===== config.mk =====
export PLATFORM = sky130hd
export DESIGN_NAME = tlc_actuated
export DESIGN_NICKNAME = d
export VERILOG_FILES = /design/src/rtl/tlc_actuated.sv
export SDC_FILE = /design/constraint.sdc
export NUM_CORES = 1
export LEC_CHECK = 0
export CAP_MARGIN = 10
export CORE_ASPECT_RATIO = 0.7
export CORE_MARGIN = 5
export CORE_UTILIZATION = 25
export DETAILED_ROUTE_END_ITERATION = 10
export MAX_ROUTING_LAYER = met4
export PLACE_DENSITY = 0.47
export SYNTH_ARGS = -nofsm -noshare
export SYNTH_HDL_FRONTEND = slang
export SYNTH_SLANG_ARGS = --single-unit

===== constraint.sdc =====
create_clock -name clk -period 5.2 [get_ports clk]
set_clock_uncertainty 0.15 [all_clocks]
set_input_delay 0.78 -clock clk [delete_from_list [all_inputs] [get_ports clk]]
set_output_delay 0.78 -clock clk [all_outputs]
set_load 0.005 [all_outputs]

===== src/rtl/tlc_actuated.sv =====
// Actuated two-phase traffic light controller: rests in NS green until an EW
// vehicle or pedestrian request arrives, with a walk lamp and a flash mode.
module tlc_actuated #(
  parameter int TW          = 4,
  parameter int GREEN_TIME  = 5,
  parameter int YELLOW_TIME = 2,
  parameter int ALLRED_TIME = 1,
  parameter int WALK_TIME   = 3
) (
  input  logic       clk,
  input  logic       rst,
  input  logic       ew_sensor,
  input  logic       ped_req,
  input  logic       flash_en,
  output logic       ns_r,
  output logic       ns_y,
  output logic       ns_g,
  output logic       ew_r,
  output logic       ew_y,
  output logic       ew_g,
  output logic       walk,
  output logic [2:0] state
);

  typedef enum logic [2:0] {
    NS_GRN = 3'd0,
    NS_YEL = 3'd1,
    AR1    = 3'd2,
    EW_GRN = 3'd3,
    EW_YEL = 3'd4,
    AR2    = 3'd5,
    FLASH  = 3'd6,
    BAD    = 3'd7
  } state_e;

  localparam logic [TW-1:0] G_LD    = TW'(GREEN_TIME - 1);
  localparam logic [TW-1:0] Y_LD    = TW'(YELLOW_TIME - 1);
  localparam logic [TW-1:0] AR_LD   = TW'(ALLRED_TIME - 1);
  localparam logic [TW-1:0] WALK_TH = TW'(GREEN_TIME - WALK_TIME);

  state_e        state_q, state_d;
  logic [TW-1:0] timer_q, timer_d;
  logic          ew_pend_q, ew_pend_d;
  logic          ped_pend_q, ped_pend_d;
  logic          walk_act_q, walk_act_d;
  logic          phase_q, phase_d;
  logic          expired, any_req;

  always_ff @(posedge clk) begin
    if (rst) begin
      state_q    <= NS_GRN;
      timer_q    <= G_LD;
      ew_pend_q  <= 1'b0;
      ped_pend_q <= 1'b0;
      walk_act_q <= 1'b0;
      phase_q    <= 1'b0;
    end else begin
      state_q    <= state_d;
      timer_q    <= timer_d;
      ew_pend_q  <= ew_pend_d;
      ped_pend_q <= ped_pend_d;
      walk_act_q <= walk_act_d;
      phase_q    <= phase_d;
    end
  end

  always_comb begin
    state_d    = state_q;
    timer_d    = timer_q - 1'b1;
    phase_d    = phase_q;
    walk_act_d = walk_act_q;
    expired    = (timer_q == '0);
    any_req    = ew_pend_q | ped_pend_q | ew_sensor | ped_req;

    if (state_q == BAD) begin
      state_d = AR2;
      timer_d = AR_LD;
    end else if (state_q == FLASH) begin
      if (!flash_en) begin
        state_d = AR2;
        timer_d = AR_LD;
      end else if (expired) begin
        phase_d = ~phase_q;
        timer_d = Y_LD;
      end
    end else if (flash_en) begin
      state_d    = FLASH;
      timer_d    = Y_LD;
      phase_d    = 1'b1;
      walk_act_d = 1'b0;
    end else if (expired) begin
      case (state_q)
        NS_GRN: begin
          // With no demand the green simply restarts (rest-in-NS-green).
          walk_act_d = 1'b0;
          if (any_req) begin
            state_d = NS_YEL;
            timer_d = Y_LD;
          end else begin
            timer_d = G_LD;
          end
        end
        NS_YEL: begin state_d = AR1;    timer_d = AR_LD; end
        AR1:    begin state_d = EW_GRN; timer_d = G_LD;  end
        EW_GRN: begin state_d = EW_YEL; timer_d = Y_LD;  end
        EW_YEL: begin state_d = AR2;    timer_d = AR_LD; end
        AR2: begin
          state_d    = NS_GRN;
          timer_d    = G_LD;
          walk_act_d = ped_pend_q | ped_req;
        end
        default: ;
      endcase
    end

    // Entry into the serving green clears the request it serves.
    ew_pend_d  = (ew_pend_q | ew_sensor) & ~((state_d == EW_GRN) && (state_q != EW_GRN));
    ped_pend_d = (ped_pend_q | ped_req) & ~((state_d == NS_GRN) && (state_q != NS_GRN));
  end

  always_comb begin
    ns_r = 1'b0;
    ns_y = 1'b0;
    ns_g = 1'b0;
    ew_r = 1'b0;
    ew_y = 1'b0;
    ew_g = 1'b0;
    case (state_q)
      NS_GRN: begin ns_g = 1'b1; ew_r = 1'b1; end
      NS_YEL: begin ns_y = 1'b1; ew_r = 1'b1; end
      EW_GRN: begin ew_g = 1'b1; ns_r = 1'b1; end
      EW_YEL: begin ew_y = 1'b1; ns_r = 1'b1; end
      FLASH:  begin ns_y = phase_q; ew_r = phase_q; end
      default: begin ns_r = 1'b1; ew_r = 1'b1; end
    endcase
  end

  assign walk  = walk_act_q & (state_q == NS_GRN) & (timer_q >= WALK_TH);
  assign state = state_q;

endmodule


======== Word level (Yosys, flattened, before mapping) ========
Index checks and enable logic that the tools add are counted.
storage, ports and cells
  flip-flop bits (word level) ............. 11
  input port bits ......................... 5
  logic and storage cells ................. 76
  output and inout port bits .............. 10
operators by class
  reductions and logical operators ........ 15
  muxes and demuxes ....................... 28
  magnitude comparators ................... 1
  bitwise gates (word level) .............. 14
  eq/ne operators ......................... 10
  add/sub/neg operators ................... 1
operators by type and width
  cell                 count
  $mux 3               8
  $mux 4               5
  $pmux 3 s6           1
  $pmux 4 s4           1
  $eq 3x3->1 const B   4
  $mux 1               10
  $eq 3x2->1 const B   3
  $reduce_or 2->1      4
  $logic_not 3->1      2
  $pmux 1 s2           3
  $reduce_bool 3->1    2
  $not 1->1            5
  $or 1x1->1           5
  $and 1x1->1          4
  $ge 4x2->1 const B   1
  $logic_not 4->1      1
  $reduce_and 4->1     1
  $sub 4x1->4 const B  1
  $eq 3x1->1 const B   1
  $ne 3x2->1 const B   1
  $reduce_and 3->1     1
  $reduce_or 3->1      1
  $logic_and 1x1->1    2
  $ne 2x2->1 const B   1
  $reduce_bool 2->1    1

======== Longest topological paths before layout ========
Gate-level depths: netlist of the first run.
  word-level depth ........................ 13
  mapped depth ............................ 7
  gate-level depth less buffers ........... 6

======== Worst setup path before layout of the first run ========
Ideal clock, no wire load.
  path type ............................... reg2out
  start point ............................. register state_q[0], in the netlist state[0]
  end point ............................... output port ew_r
  cell stages (with the launch flop) ...... 6
  setup slack ............................. 3166 ps
  required time ........................... 4270 ps
  path buffers ............................ 2
  data arrival time ....................... 1104 ps
  cell sequence ........................... dfxtp_1 > buf_4 > buf_2 > inv_1 > nor3_1 > a31oi_1
on the way
  word-level cells in the longest chain between the ends .. 3
  elaborated cells between the ends (all ways) .. 5
  those cells by class .................... eq/ne (3); mux (1); reduce/logical (1)
RTL lines
  what                                             RTL line  text
  start: declaration                               41        state_e state_q, state_d;
  start signal: assignment                         58        state_q <= state_d;
  $eq 3x2->1 / $eq 3x3->1 (equally long branches)  128       case (state_q)
  $reduce_or 2->1 (no source line)                 --
  $pmux 1 s2 (*)                                   128
  end: declaration                                 18        output logic ew_r,
Mark *: on every way between the ends. The rest lies on a longest branch, timed or not.

======== Worst setup path in the final report of the first run ========
  start point ............................. register state_q[2], in the netlist state[2]
  end point ............................... output port ns_y
on the way
  word-level cells in the longest chain between the ends .. 2
  elaborated cells between the ends (all ways) .. 3
  those cells by class .................... eq/ne (2); mux (1)
RTL lines
  what                                             RTL line  text
  $eq 3x3->1 / $eq 3x1->1 (equally long branches)  128
  $pmux 1 s2 (*)                                   128
  end: declaration                                 16        output logic ns_y,
Marked as above.

==> metrics.md, run 1 <==
| Metric | Value |
|---|---|
| Clock latency on the worst-skew pair | 0.24 ns |
| Most frequent cells in the layout | nor2_1, clkdlybuf4s50_1, dfxtp_1 |
| Final TNS setup | 0 ns |
| Layout Nets | 113 |
| Total power | 0.000292 W |
| WL per Instance | 13.1 microns |
| Vias in the first global route | 642 |
| Outcome | finished, final reports clean |
| Total CTS buffers | 3 |
| CP Launch Type | flip-flop |
| Slew @ Worst Pin | 0.677 ns |
| Clock-pin slew on the worst setup and hold paths | 0.06 ns |
| Prevailing post-synth register cell | dfxtp_1 |
| Type of the worst setup path | reg -> out |
| RSZ-0062 raised after global routing | no |
| Post-synthesis adder-cell area fraction | 3.36% |
| Post-synthesis mux area share | 1.34% |
| Die width | 75.3 microns |
| Initial antenna violation count | 0 |
| Overflow after GRT | 0 |
| Synth area leaders | dfxtp_1, nor2_1, a21oi_1, nor3_1, nor4_1 |
| Final Hold Viols | 0 |
| Hold Crit Class | reg -> reg |
| Min-delay src | ew_pend_q$_SDFF_PP0_ |
| Post-CTS Setup Bufs | 0 |
| Synth area leader | dfxtp_1 |
| Largest family of logic cells by synthesized area | simple AND/OR/NAND/NOR gates |
| Routability cong. | 0.716 |
| #FFs+latches synth | 11 |
| Ant diodes | 0 |
| Seq/Total Area, Yosys | 29.5% |
| Pwr dens | 313 nW/um^2 |
| TritonCTS clock tree | built |
| Number of synthesized flops with an enable pin | 0 |
| Pre-antenna DRT Iters | 4 |
| Die Ht | 55.7 microns |
| Endpoint type of the worst setup path | output pin |
| Total Routing Usage GR | 9.79% |
| Via count | 709 |
| Iter 0 DRT Violations | 53 |
| # clock sinks | 11 |
| Clk root buf | clkbuf_8 |
| Clock period minus worst slack | 3.01 ns |
| Tcrit/Tclk final | 57.9% |
| Post-DP HPWL | 1310 microns |
| Leakage | 0.335 nW |
| Max-cap violation count | 0 |
| CP Launch Point | state[2]$_SDFF_PP0_ |
| Antenna viol nets, final | 0 |
| Layout area overhead | 25.0% |
| Die area | 4190 sq um |
| XOR/XNOR share of the synthesized area | 3.52% |
| Critical path data arrival time | 2.08 ns |
| Core ar. | 2820 sq um |
| Post-route DRC | 0 |
| Starting Density | 26.4% |
| Resized Gates After CTS | 0 |
| # fillers | 293 |
| Ports | 15 |
| Simple logic cell fraction of the synthesized area | 31.5% |
| Multi-input logic area | 459 sq um |
| Worst-case clock buffer depth | 2 |
| PortBufs | 14 |
| Top cell type's share of synthesized area | 29.5% |
| Largest net degree at the start of global routing | 19 |
| Synth unique cells | 37 |
| Synth Instances | 95 |
| Vias per cell | 5.03 |
| Post-CTS Hold Buffers | 0 |
| Routed wire length | 1850 microns |
| Share of cells above drive strength 1 | 9.52% |
| Peak Freq | 0.332 GHz |
| Max FO, Critical Path | 18 |
| Post-synthesis instance area | 746 sq um |
| CTS H-tree lvls | 1 |
| First-pass GRT wire length | 3070 microns |
| Pins Over Slew Limit | 0 |
| Synth Net Count | 102 |
| Synth Area in Compound Gates | 21.8% |
| Std cell rows | 16 |
| Yosys warnings | 0 |
| Req. time, crit path | 4.27 ns |
| Rel. slew slack | 54.8% |
| Commonest non-fill, non-tap cell in the layout | nor2_1 |
| Area occupied by registers | 220 sq um |
| Syn avg cell area | 7.85 sq um |
| Worst r2r src | timer_q[0]$_SDFF_PP0_ |
| Peak VDD IR | 172 uV |
| Final Setup Violations | 0 |
| Async set-or-reset flop fraction in the synthesized netlist | 0% |
cell usage after synthesis, drive strengths merged (2+ instances only):
master  count
nand2       4
clkbuf      2
inv         4
a21oi       8
a311oi      2
nor4        5
xnor2       2
buf         7
nand3b      2
nor3        7
nor2       16
and3        2
dfxtp      11
ha          2
o21ai       4
stage by stage:
step	instances	hold slack [ns]	setup WS (ns)	util (%)	cell area, sq um
after floorplan	95	0.314	3.17	-	746
after global placement	137	0.337	2.52	31.4	887
after detailed placement	137	0.343	2.45	31.4	887
after CTS	141	0.351	2.18	33.0	932
after global routing	141	0.427	2.04	33.0	932
final	141	0.349	2.19	33.0	932
kinds of logic after synthesis:
family | Yosys count
flip-flops | 11
adder cells (fa/ha/maj) | 2
AO/OA/AOI/OAI | 23
buffers and inverters | 13
multiplexers | 1
AND/OR/NAND/NOR | 42
XOR/XNOR | 3
final timing paths:
path                          endpoint  slack [ns]  depth (start not counted)
setup / recovery                  ns_y        2.19                          4
hold / removal    ew_pend_q$_SDFF_PP0_        0.35                          2
setup reg to reg  ew_pend_q$_SDFF_PP0_        3.33                          6
hold reg to reg   ew_pend_q$_SDFF_PP0_        0.35                          2
routing by layer:
| metal | vias to the layer above | share of wire [%] | GRT usage (%) |
|---|---|---|---|
| met3 | 2 | 6.5 | 4.33 |
| met1 | 323 | 53 | 14.8 |
| met4 | 0 | 0.43 | 2.24 |
| met2 | 19 | 40 | 11.4 |
| li1 | 365 | - | - |
| met5 | - | 0 | - |
area by class of cell:
type                            instances  area share (%)
Tap cell                               36            4.83
Sequential cell                        11            23.6
Multi-Input combinational cell         71            49.3
Timing Repair Buffer                   15            15.8
Inverter                                4            1.61
Clock buffer                            4            4.83
worst max-delay path: stages (launching register included):
cell             delay [ns]
dfxtp_1                0.70
nand2_1                0.23
nor2_1                 0.24
a22o_1                 0.17
clkdlybuf4s50_1        0.50
sequential cells by signal, summed over array words and instances, names as in the netlist:
name / cells
timer_q: 4
ew_pend_q: 1
ped_pend_q: 1
walk_act_q: 1
phase_q: 1
state: 3
where the power goes:
part / internal, W / switching [W] / total (W) / leakage [nW]
clock: 0.0000540 / 0.0000361 / 0.0000901 / 0.0228
sequential: 0.0000941 / 0.0000186 / 0.000113 / 0.0913
combinational: 0.0000445 / 0.0000442 / 0.0000887 / 0.221
total: 0.000193 / 0.0000989 / 0.000292 / 0.335
Power figures use the tool's default switching activity.
==> run 2, diff against run 1 <==
==> constraint.sdc (replaced) <==
create_clock -name clk -period 3 [get_ports clk]
set_clock_uncertainty 0.15 [all_clocks]
set_input_delay 0.45 -clock clk [delete_from_list [all_inputs] [get_ports clk]]
set_output_delay 0.45 -clock clk [all_outputs]
set_load 0.005 [all_outputs]
==> run 2 against run 1 <==
  * Combinational power is 86% higher
  * Routed wire length is 0.43% higher
  * Power is 72% higher
  * First-iteration DRC count is 3.8% higher
  * Count of clock-buffer cells in the layout stayed put
  * Global-route usage is 0.55 points higher
  * Design area is 1.6% higher
  * Via count is 2.4% higher
  * Critical path type unchanged
==> metrics.md, run 2 (synthesis results as in run 1) <==
| Metric | Value |
|---|---|
| Cells on worst reg2reg path | 6 (unchanged) |
| Max-cap violation count | 0 (unchanged) |
| Min-delay src | walk_act_q$_SDFFE_PP0P_ |
| Total CTS buffers | 3 (unchanged) |
| Clock period minus worst slack | 2.57 ns |
| Critical path data arrival time | 1.97 ns (-0.11 ns) |
| Core ar. | 2820 sq um (unchanged) |
| CP Launch Point | state[1]$_SDFF_PP0_ |
| # clock sinks | 11 (unchanged) |
| Std cell rows | 16 (unchanged) |
| Final Hold Viols | 0 (unchanged) |
| Clock latency on the worst-skew pair | 0.24 ns (about the same) |
| Final Setup Violations | 0 (unchanged) |
| Worst r2r src | timer_q[0]$_SDFF_PP0_ |
| Most flops, register | timer_q |
| Type of the worst setup path | reg -> out |
| Die Ht | 55.7 microns (unchanged) |
| Resized Gates After CTS | 0 (unchanged) |
| WL per Instance | 13.0 microns (-0.97%) |
| Peak VDD IR | 281 uV (+63%) |
| CTS H-tree lvls | 1 (unchanged) |
| Max FO, Critical Path | 15 (-3) |
| Starting Density | 26.4% (unchanged) |
| Routability cong. | 0.717 (+0.20%) |
| Pins Over Slew Limit | 0 (unchanged) |
| Final core utilization | 33.6% (+0.53 points) |
| Clock-pin slew on the worst setup and hold paths | 0.05 ns (about the same) |
| Reg2reg end | ew_pend_q$_SDFF_PP0_ |
| Outcome | finished, final reports clean |
| Share of cells above drive strength 1 | 11.2% (+1.7 points) |
| PortBufs | 14 (unchanged) |
| Post-CTS Setup Bufs | 0 (unchanged) |
| Largest register FFs | 4 (unchanged) |
| Endpoint type of the worst setup path | output pin |
| Peak Freq | 0.389 GHz |
| R2R setup slack | 1.13 ns (-2.20 ns) |
| Die area | 4190 sq um (unchanged) |
| Pre-antenna DRT Iters | 4 (unchanged) |
| Total Routing Usage GR | 10.3% (+0.55 points) |
| Most frequent cells in the layout | nor2_1, clkdlybuf4s50_1, dfxtp_1 |
| # fillers | 305 (+4.1%) |
| Ports | 15 (unchanged) |
| Overflow after GRT | 0 (unchanged) |
| Vias in the first global route | 705 (+9.8%) |
| Vias per cell | 5.08 (+0.97%) |
| TritonCTS clock tree | built |
| CP Launch Type | flip-flop |
| Clk root buf | clkbuf_8 |
| Post-DP HPWL | 1360 microns (+3.7%) |
| Leakage | 0.345 nW (+3.1%) |
| Worst-case clock buffer depth | 2 (unchanged) |
| Initial antenna violation count | 0 (unchanged) |
| First-pass GRT wire length | 3240 microns (+5.6%) |
| Via count | 726 (+2.4%) |
| RSZ-0062 raised after global routing | no |
| Layout Nets | 115 (+1.8%) |
| Ant diodes | 0 (unchanged) |
| Layout area overhead | 27.0% |
| Hold Crit Class | reg -> reg |
| Die width | 75.3 microns (unchanged) |
| Final TNS setup | 0 ns (unchanged) |
| Post-CTS Hold Buffers | 0 (unchanged) |
| Post-route DRC | 0 (unchanged) |
| Largest net degree at the start of global routing | 18 (-1) |
| Iter 0 DRT Violations | 55 (+3.8%) |
| Routed wire length | 1860 microns (+0.43%) |
| Req. time, crit path | 2.40 ns (-1.87 ns) |
| Antenna viol nets, final | 0 (unchanged) |
| Worst setup endpoint | ns_y |
| Slew @ Worst Pin | 0.550 ns (-0.127 ns) |
| Rel. slew slack | 63.2% (+8.4 points) |
| Pwr dens | 530 nW/um^2 (+70%) |
| Commonest non-fill, non-tap cell in the layout | nor2_1 |
| Tcrit/Tclk final | 85.6% |
==> run 2: worst min path at each step <==
| stage | cells past startpoint | endpoint | slack [ns] |
|---|---|---|---|
| floorplan | 2 | walk_act_q$_SDFFE_PP0P_ | 0.31 |
| global placement | 2 | ew_pend_q$_SDFF_PP0_ | 0.33 |
| detailed placement | 2 | walk_act_q$_SDFFE_PP0P_ | 0.35 |
| CTS | 2 | ew_pend_q$_SDFF_PP0_ | 0.36 |
| global route | 2 | ew_pend_q$_SDFF_PP0_ | 0.37 |
| finish | 2 | walk_act_q$_SDFFE_PP0P_ | 0.35 |
==> run 2: worst max-delay path: stages, from the launching register on <==
cell,delay [ns]
dfxtp_1,0.60
nand2_1,0.23
nor2_1,0.25
a22o_1,0.16
clkdlybuf4s50_1,0.49
==> run 2: area by class of cell <==
type / count / area [sq um] / area share (%)
Multi-Input combinational cell: 71 / 459 / 48.5
Sequential cell: 11 / 220 / 23.2
Timing Repair Buffer: 17 / 163 / 17.2
Clock buffer: 4 / 45.0 / 4.76
Tap cell: 36 / 45.0 / 4.76
Inverter: 4 / 15.0 / 1.59
==> run 2: metal layers <==
metal | up-vias | part of all wire [%] | global-route usage, %
met3 | 5 | 5.8 | 4.51
met2 | 16 | 40 | 13.7
li1 | 369 | - | -
met4 | 0 | 1.7 | 3.74
met5 | - | 0 | -
met1 | 336 | 53 | 13.7
==> run 2: through the flow <==
stage | instance area, sq um | hold slack (ns) | setup slack (ns) | total power [W] | instances
floorplan | 746 | 0.314 | 1.30 | 0.000306 | 95
global route | 947 | 0.373 | 0.233 | 0.000541 | 143
global placement | 902 | 0.335 | 0.757 | 0.000357 | 139
detailed placement | 902 | 0.351 | 0.694 | 0.000356 | 139
finish | 947 | 0.355 | 0.431 | 0.000502 | 143
CTS | 947 | 0.363 | 0.434 | 0.000509 | 143
==> run 2: where the power goes <==
group / switching [W] / internal, W
combinational: 0.0000848 / 0.0000805
clock: 0.0000557 / 0.0000933
sequential: 0.0000247 / 0.000163
total: 0.000165 / 0.000337
